==> config.mk <==
export PLATFORM = sky130hd
export DESIGN_NAME = param_updown_counter_flat
export DESIGN_NICKNAME = d
export VERILOG_FILES = /design/src/rtl/param_updown_counter_if.sv /design/src/rtl/param_updown_counter.sv /design/src/flat_wrapper.sv
export SDC_FILE = /design/constraint.sdc
export NUM_CORES = 1
export LEC_CHECK = 0
export CORE_MARGIN = 4
export CORE_UTILIZATION = 40
export DETAILED_ROUTE_END_ITERATION = 16
export PLACE_DENSITY = 0.78
export SYNTH_ARGS = -nofsm -noshare
export SYNTH_HDL_FRONTEND = slang
export SYNTH_SLANG_ARGS = --single-unit
export TNS_END_PERCENT = 1
==> constraint.sdc <==
create_clock -name clock -period 5.1 [get_ports clock]
set_clock_uncertainty 0.2 [all_clocks]
set_input_delay 1.02 -clock clock [delete_from_list [all_inputs] [get_ports clock]]
set_output_delay 1.02 -clock clock [all_outputs]
set_load 0.01 [all_outputs]
==> src/rtl/param_updown_counter_if.sv <==
// Control/data bundle for param_updown_counter: the master drives count controls
// and load data, the slave (counter) returns the count, pulses and wrap total.
interface param_updown_counter_if #(
  parameter int WIDTH  = 4,
  parameter int WRAP_W = 8
);
  logic              enable;
  logic              load;
  logic              mode;
  logic              sat_mode;
  logic [WIDTH-1:0]  data_in;
  logic [WIDTH-1:0]  data_out;
  logic              carry_out;
  logic              borrow_out;
  logic              at_max;
  logic              at_min;
  logic              load_err;
  logic [WRAP_W-1:0] wrap_count;

  modport master (
    output enable, load, mode, sat_mode, data_in,
    input  data_out, carry_out, borrow_out, at_max, at_min, load_err, wrap_count
  );

  modport slave (
    input  enable, load, mode, sat_mode, data_in,
    output data_out, carry_out, borrow_out, at_max, at_min, load_err, wrap_count
  );
endinterface

==> src/rtl/param_updown_counter.sv <==
// Modulo-MODULUS up/down counter with enable, saturate/wrap mode, registered
// carry/borrow pulses, load range checking and a saturating wrap event counter.
module param_updown_counter #(
  parameter int WIDTH   = 4,
  parameter int MODULUS = 12,
  parameter int WRAP_W  = 8
) (
  input  logic                  clock,
  input  logic                  reset,
  param_updown_counter_if.slave bus
);

  if (MODULUS < 2 || longint'(MODULUS) > (longint'(1) << WIDTH)) begin : g_bad_modulus
    $error("param_updown_counter: MODULUS %0d outside 2..2**WIDTH", MODULUS);
  end

  // Range constants at WIDTH+1 bits so MODULUS == 2**WIDTH is representable.
  localparam logic [WIDTH:0]   MOD_EXT = (WIDTH+1)'(MODULUS);
  localparam logic [WIDTH:0]   MAX_EXT = MOD_EXT - (WIDTH+1)'(1);
  localparam logic [WIDTH-1:0] MAX_VAL = MAX_EXT[WIDTH-1:0];

  logic [WIDTH-1:0]  r_count;
  logic              r_carry;
  logic              r_borrow;
  logic              r_load_err;
  logic [WRAP_W-1:0] r_wrap;

  logic [WIDTH:0]    w_cnt_ext;
  logic [WIDTH:0]    w_inc;
  logic [WIDTH-1:0]  w_next;
  logic              w_carry;
  logic              w_borrow;
  logic              w_load_err;

  assign w_cnt_ext = {1'b0, r_count};
  assign w_inc     = w_cnt_ext + (WIDTH+1)'(1);

  // Load wins over counting regardless of enable; pulses only come from counting.
  always_comb begin
    w_next     = r_count;
    w_carry    = 1'b0;
    w_borrow   = 1'b0;
    w_load_err = 1'b0;
    if (bus.load) begin
      if ({1'b0, bus.data_in} < MOD_EXT) begin
        w_next = bus.data_in;
      end else begin
        w_next     = MAX_VAL;
        w_load_err = 1'b1;
      end
    end else if (bus.enable) begin
      if (bus.mode) begin
        if (w_cnt_ext < MAX_EXT) begin
          w_next = w_inc[WIDTH-1:0];
        end else if (!bus.sat_mode) begin
          w_next  = '0;
          w_carry = 1'b1;
        end
      end else begin
        if (r_count != '0) begin
          w_next = r_count - WIDTH'(1);
        end else if (!bus.sat_mode) begin
          w_next   = MAX_VAL;
          w_borrow = 1'b1;
        end
      end
    end
  end

  always_ff @(posedge clock or negedge reset) begin
    if (!reset) begin
      r_count    <= '0;
      r_carry    <= 1'b0;
      r_borrow   <= 1'b0;
      r_load_err <= 1'b0;
      r_wrap     <= '0;
    end else begin
      r_count    <= w_next;
      r_carry    <= w_carry;
      r_borrow   <= w_borrow;
      r_load_err <= w_load_err;
      if ((w_carry || w_borrow) && (r_wrap != '1)) begin
        r_wrap <= r_wrap + WRAP_W'(1);
      end
    end
  end

  assign bus.data_out   = r_count;
  assign bus.carry_out  = r_carry;
  assign bus.borrow_out = r_borrow;
  assign bus.load_err   = r_load_err;
  assign bus.wrap_count = r_wrap;
  assign bus.at_max     = (r_count == MAX_VAL);
  assign bus.at_min     = (r_count == '0);

endmodule

==> src/flat_wrapper.sv <==
// flat-port wrapper written by rule: the top's interface ports become plain ports
module param_updown_counter_flat 
#(
  parameter int WIDTH   = 4,
  parameter int MODULUS = 12,
  parameter int WRAP_W  = 8
)
  (clock, reset, bus_enable, bus_load, bus_mode, bus_sat_mode, bus_data_in, bus_data_out, bus_carry_out, bus_borrow_out, bus_at_max, bus_at_min, bus_load_err, bus_wrap_count);
  param_updown_counter_if #(.WIDTH(WIDTH), .WRAP_W(WRAP_W)) bus_i ();
  input  logic clock;
  input  logic reset;
  input wire logic [$bits(bus_i.enable)-1:0] bus_enable;
  input wire logic [$bits(bus_i.load)-1:0] bus_load;
  input wire logic [$bits(bus_i.mode)-1:0] bus_mode;
  input wire logic [$bits(bus_i.sat_mode)-1:0] bus_sat_mode;
  input wire logic [$bits(bus_i.data_in)-1:0] bus_data_in;
  output wire logic [$bits(bus_i.data_out)-1:0] bus_data_out;
  output wire logic [$bits(bus_i.carry_out)-1:0] bus_carry_out;
  output wire logic [$bits(bus_i.borrow_out)-1:0] bus_borrow_out;
  output wire logic [$bits(bus_i.at_max)-1:0] bus_at_max;
  output wire logic [$bits(bus_i.at_min)-1:0] bus_at_min;
  output wire logic [$bits(bus_i.load_err)-1:0] bus_load_err;
  output wire logic [$bits(bus_i.wrap_count)-1:0] bus_wrap_count;
  assign bus_i.enable = bus_enable;
  assign bus_i.load = bus_load;
  assign bus_i.mode = bus_mode;
  assign bus_i.sat_mode = bus_sat_mode;
  assign bus_i.data_in = bus_data_in;
  assign bus_data_out = bus_i.data_out;
  assign bus_carry_out = bus_i.carry_out;
  assign bus_borrow_out = bus_i.borrow_out;
  assign bus_at_max = bus_i.at_max;
  assign bus_at_min = bus_i.at_min;
  assign bus_load_err = bus_i.load_err;
  assign bus_wrap_count = bus_i.wrap_count;
  param_updown_counter #(.WIDTH(WIDTH), .MODULUS(MODULUS), .WRAP_W(WRAP_W)) u_core (.clock(clock), .reset(reset), .bus(bus_i));
endmodule
==> impl_metrics.tcl <==
set metrics [dict create \
    antenna_cells 0 \
    die_w_um 56.6 \
    critical_path.slowest_cell "or4b_4" \
    holdWs_ns 0.301 \
    clk_latency_ns 0.29 \
    p_leak_uw 0.000533 \
    overflow 0 \
    fin_tns_setup_ns 0 \
    cts_tree "yes" \
    critPathKind "input pin to flip-flop" \
    drc 0 \
    grt_max_degree 17 \
    cts_setup_buffers 0 \
    die_h_um 56.6 \
    yosysSeqAreaShare 0.397 \
    cts_root_buffer "clkbuf_4" \
    syn_area_um2 945 \
    max_freq_mhz 306 \
    vias 844 \
    hold_buffers 0 \
    cp-end-kind "flip-flop" \
    placed_area_um2 1220 \
    path_cells "clkdlybuf4s50_1 > or4b_4 > a211o_4 > nor3_1 > mux2_1" \
    grt_pass1_vias 831 \
    cts_resized 0 \
    p_clk_frac 0.211 \
    async_flop_share 1.00 \
    synth.avg_cell_area_um2 10.0 \
    power.share.switching 0.335 \
    startpoint_type "input pin" \
    power_density_nw_per_um2 264 \
    seqPwrFrac 0.469 \
    wire_per_inst_um 14.4 \
    cp.depth 5 \
    cts_made_buffers 3 \
    peakVddDrop_mv 0.162 \
    cpLargestDelayFamily "simple AND/OR/NAND/NOR gates" \
    fin_crit_sh 0.640 \
    place_congestion 0.802 \
    min_path_type "flip-flop to flip-flop" \
    ys_types 38 \
    num_rows 17 \
    drv_cap 0 \
    routed_wl_um 2130 \
    slew_violations 0 \
    cts_max_level 1 \
    finalSetupViolations 0 \
    die_area_um2 3200 \
    drt-pass1-iter-count 4 \
    grt_use_total 0.148 \
    grt_pass1_wl_um 3770 \
    avgViaCountPerCell 5.70 \
    internal-power_uw 220 \
    final_nets 134 \
    pin_count 27 \
    ys.flop_type "dfrtp_1" \
    hold_viol_final 0 \
    required_ns 5.07 \
    drive_above_1_share 0.0750 \
    worst_pin_slew_ns 0.654 \
    synth_fp_nets 107 \
    whs_path_depth 1 \
    drtIter0Drc 24 \
    fin_area_um2 1250 \
    antenna_found_initial 0 \
    ys_ff_latch 15 \
    clkTransAtPathRegs_ns 0.10 \
    syn_inst 94 \
    critical_path.max_fanout 11 \
    final_antenna_net_count 0 \
    worstPathArrival_ns 3.24 \
    place_hpwl_um 1630 \
    slew-limit-headroom 0.563 \
    status "completed" \
    power.switching_uw 111 \
    io_buffers 26 \
    cts.sinks 15 \
    syn2layout_area_growth_pct 32.6 \
    rsz0062_at_grt "no" \
    cts_buffer_depth 2 \
    period_needed_ns 3.27 \
    yosysWarnings 0 \
    post-route-util 0.561 \
    worstRegToRegCells 6 \
    start_util 0.423 \
    path_buf_inv 1 \
    synth-edff-count 0 \
    max_stage_delay_ns 0.64 \
    core_area_um2 2230 \
    power_frac_comb 0.319 \
]
==> layout make-up <==
class	instances	area, um2
repair buffers	26	260
well taps	28	35.0
clock inverters	1	5.00
clock buffers	3	22.5
flip-flops and latches	15	375
inverters	2	7.51
fillers	218	981
multi-input cells	73	547
==> synthesized netlist by cell type, drive strengths merged, types with 2 or more instances <==
library cell   n  area [um2]
or4b           2        23.8
mux2           2        22.5
nor2           4        15.0
nor3           7        35.0
ha             3        37.5
o21ai          5        25.0
clkbuf         4        15.0
nand2b         4        25.0
inv            2        7.51
nor4b          4        47.6
nand2          6        22.5
nand3          5        25.0
dfrtp         15         375
nor3b          3        22.5
xor2           7        61.3
a211o          3        35.0
==> flip-flops by register name, summed over array words and instances (netlist names) <==
register               cells
u_core.bus.borrow_out      1
u_core.bus.carry_out       1
u_core.bus.data_out        4
u_core.bus.load_err        1
u_core.bus.wrap_count      8
==> worst paths after layout <==
path / to / slack, ns / start
min: u_core.bus.wrap_count[5]$_DFFE_PN0P_ / 0.30 / u_core.bus.wrap_count[5]$_DFFE_PN0P_
min reg2reg: u_core.bus.wrap_count[5]$_DFFE_PN0P_ / 0.30 / u_core.bus.wrap_count[5]$_DFFE_PN0P_
max in group asynchronous: u_core.bus.data_out[3]$_DFFE_PN0P_ / 3.35 / reset
min in group asynchronous: u_core.bus.wrap_count[5]$_DFFE_PN0P_ / 0.93 / reset
max: u_core.bus.wrap_count[7]$_DFFE_PN0P_ / 1.83 / bus_mode
max reg2reg: u_core.bus.wrap_count[7]$_DFFE_PN0P_ / 2.43 / u_core.bus.data_out[0]$_DFFE_PN0P_
==> cells in the final DEF, fill, tap and decap left out, types with 2 or more instances in the layout <==
cell / instances
clkbuf_4: 3
nand2_1: 6
nor3b_1: 3
dfrtp_1: 15
nor3_1: 7
nor2_1: 4
a211o_1: 2
xor2_1: 7
nand2b_1: 4
ha_1: 3
nor4b_1: 2
nor4b_2: 2
o21ai_1: 2
clkdlybuf4s50_1: 26
o21ai_0: 3
nand3_1: 5
mux2_1: 2
inv_1: 2
==> power groups by stage <==
stage	Combinational [uW]	Clock, uW	Sequential [uW]
finish	106	69.9	155
global route	117	78.9	160
CTS	107	71.3	155
detailed placement	106	0	158
global placement	104	0	156
floorplan	55.7	0	155
==> cells by family (layout without fill, tap and decap cells) <==
family	after synthesis	count (layout)	share of synthesized area
compound gates	19	19	0.154
xor+xnor	8	8	0.0742
fa+ha+maj	3	3	0.0397
buf+inv	6	32	0.0238
flops	15	15	0.397
mux	2	2	0.0238
simple gates	41	41	0.287
==> metrics by stage <==
| step | power [uW] | worst slack [ns] | cells |
|---|---|---|---|
| 2_1_floorplan | 211 | 2.31 | 94 |
| 3_3_place_gp | 260 | 1.62 | 144 |
| 3_5_place_dp | 264 | 1.56 | 144 |
| 4_1_cts | 334 | 1.85 | 148 |
| 5_1_grt | 356 | 1.75 | 148 |
| 6_report | 331 | 1.83 | 148 |
==> routing by layer <==
metal	GRT usage	wire, um	vias to the layer above
met3	0.0368	162	2
met5	0	0	-
li1	-	-	403
met1	0.178	856	406
met4	0.0339	14	0
met2	0.261	1090	33
No activity file was read; power rests on OpenSTA's default activity.
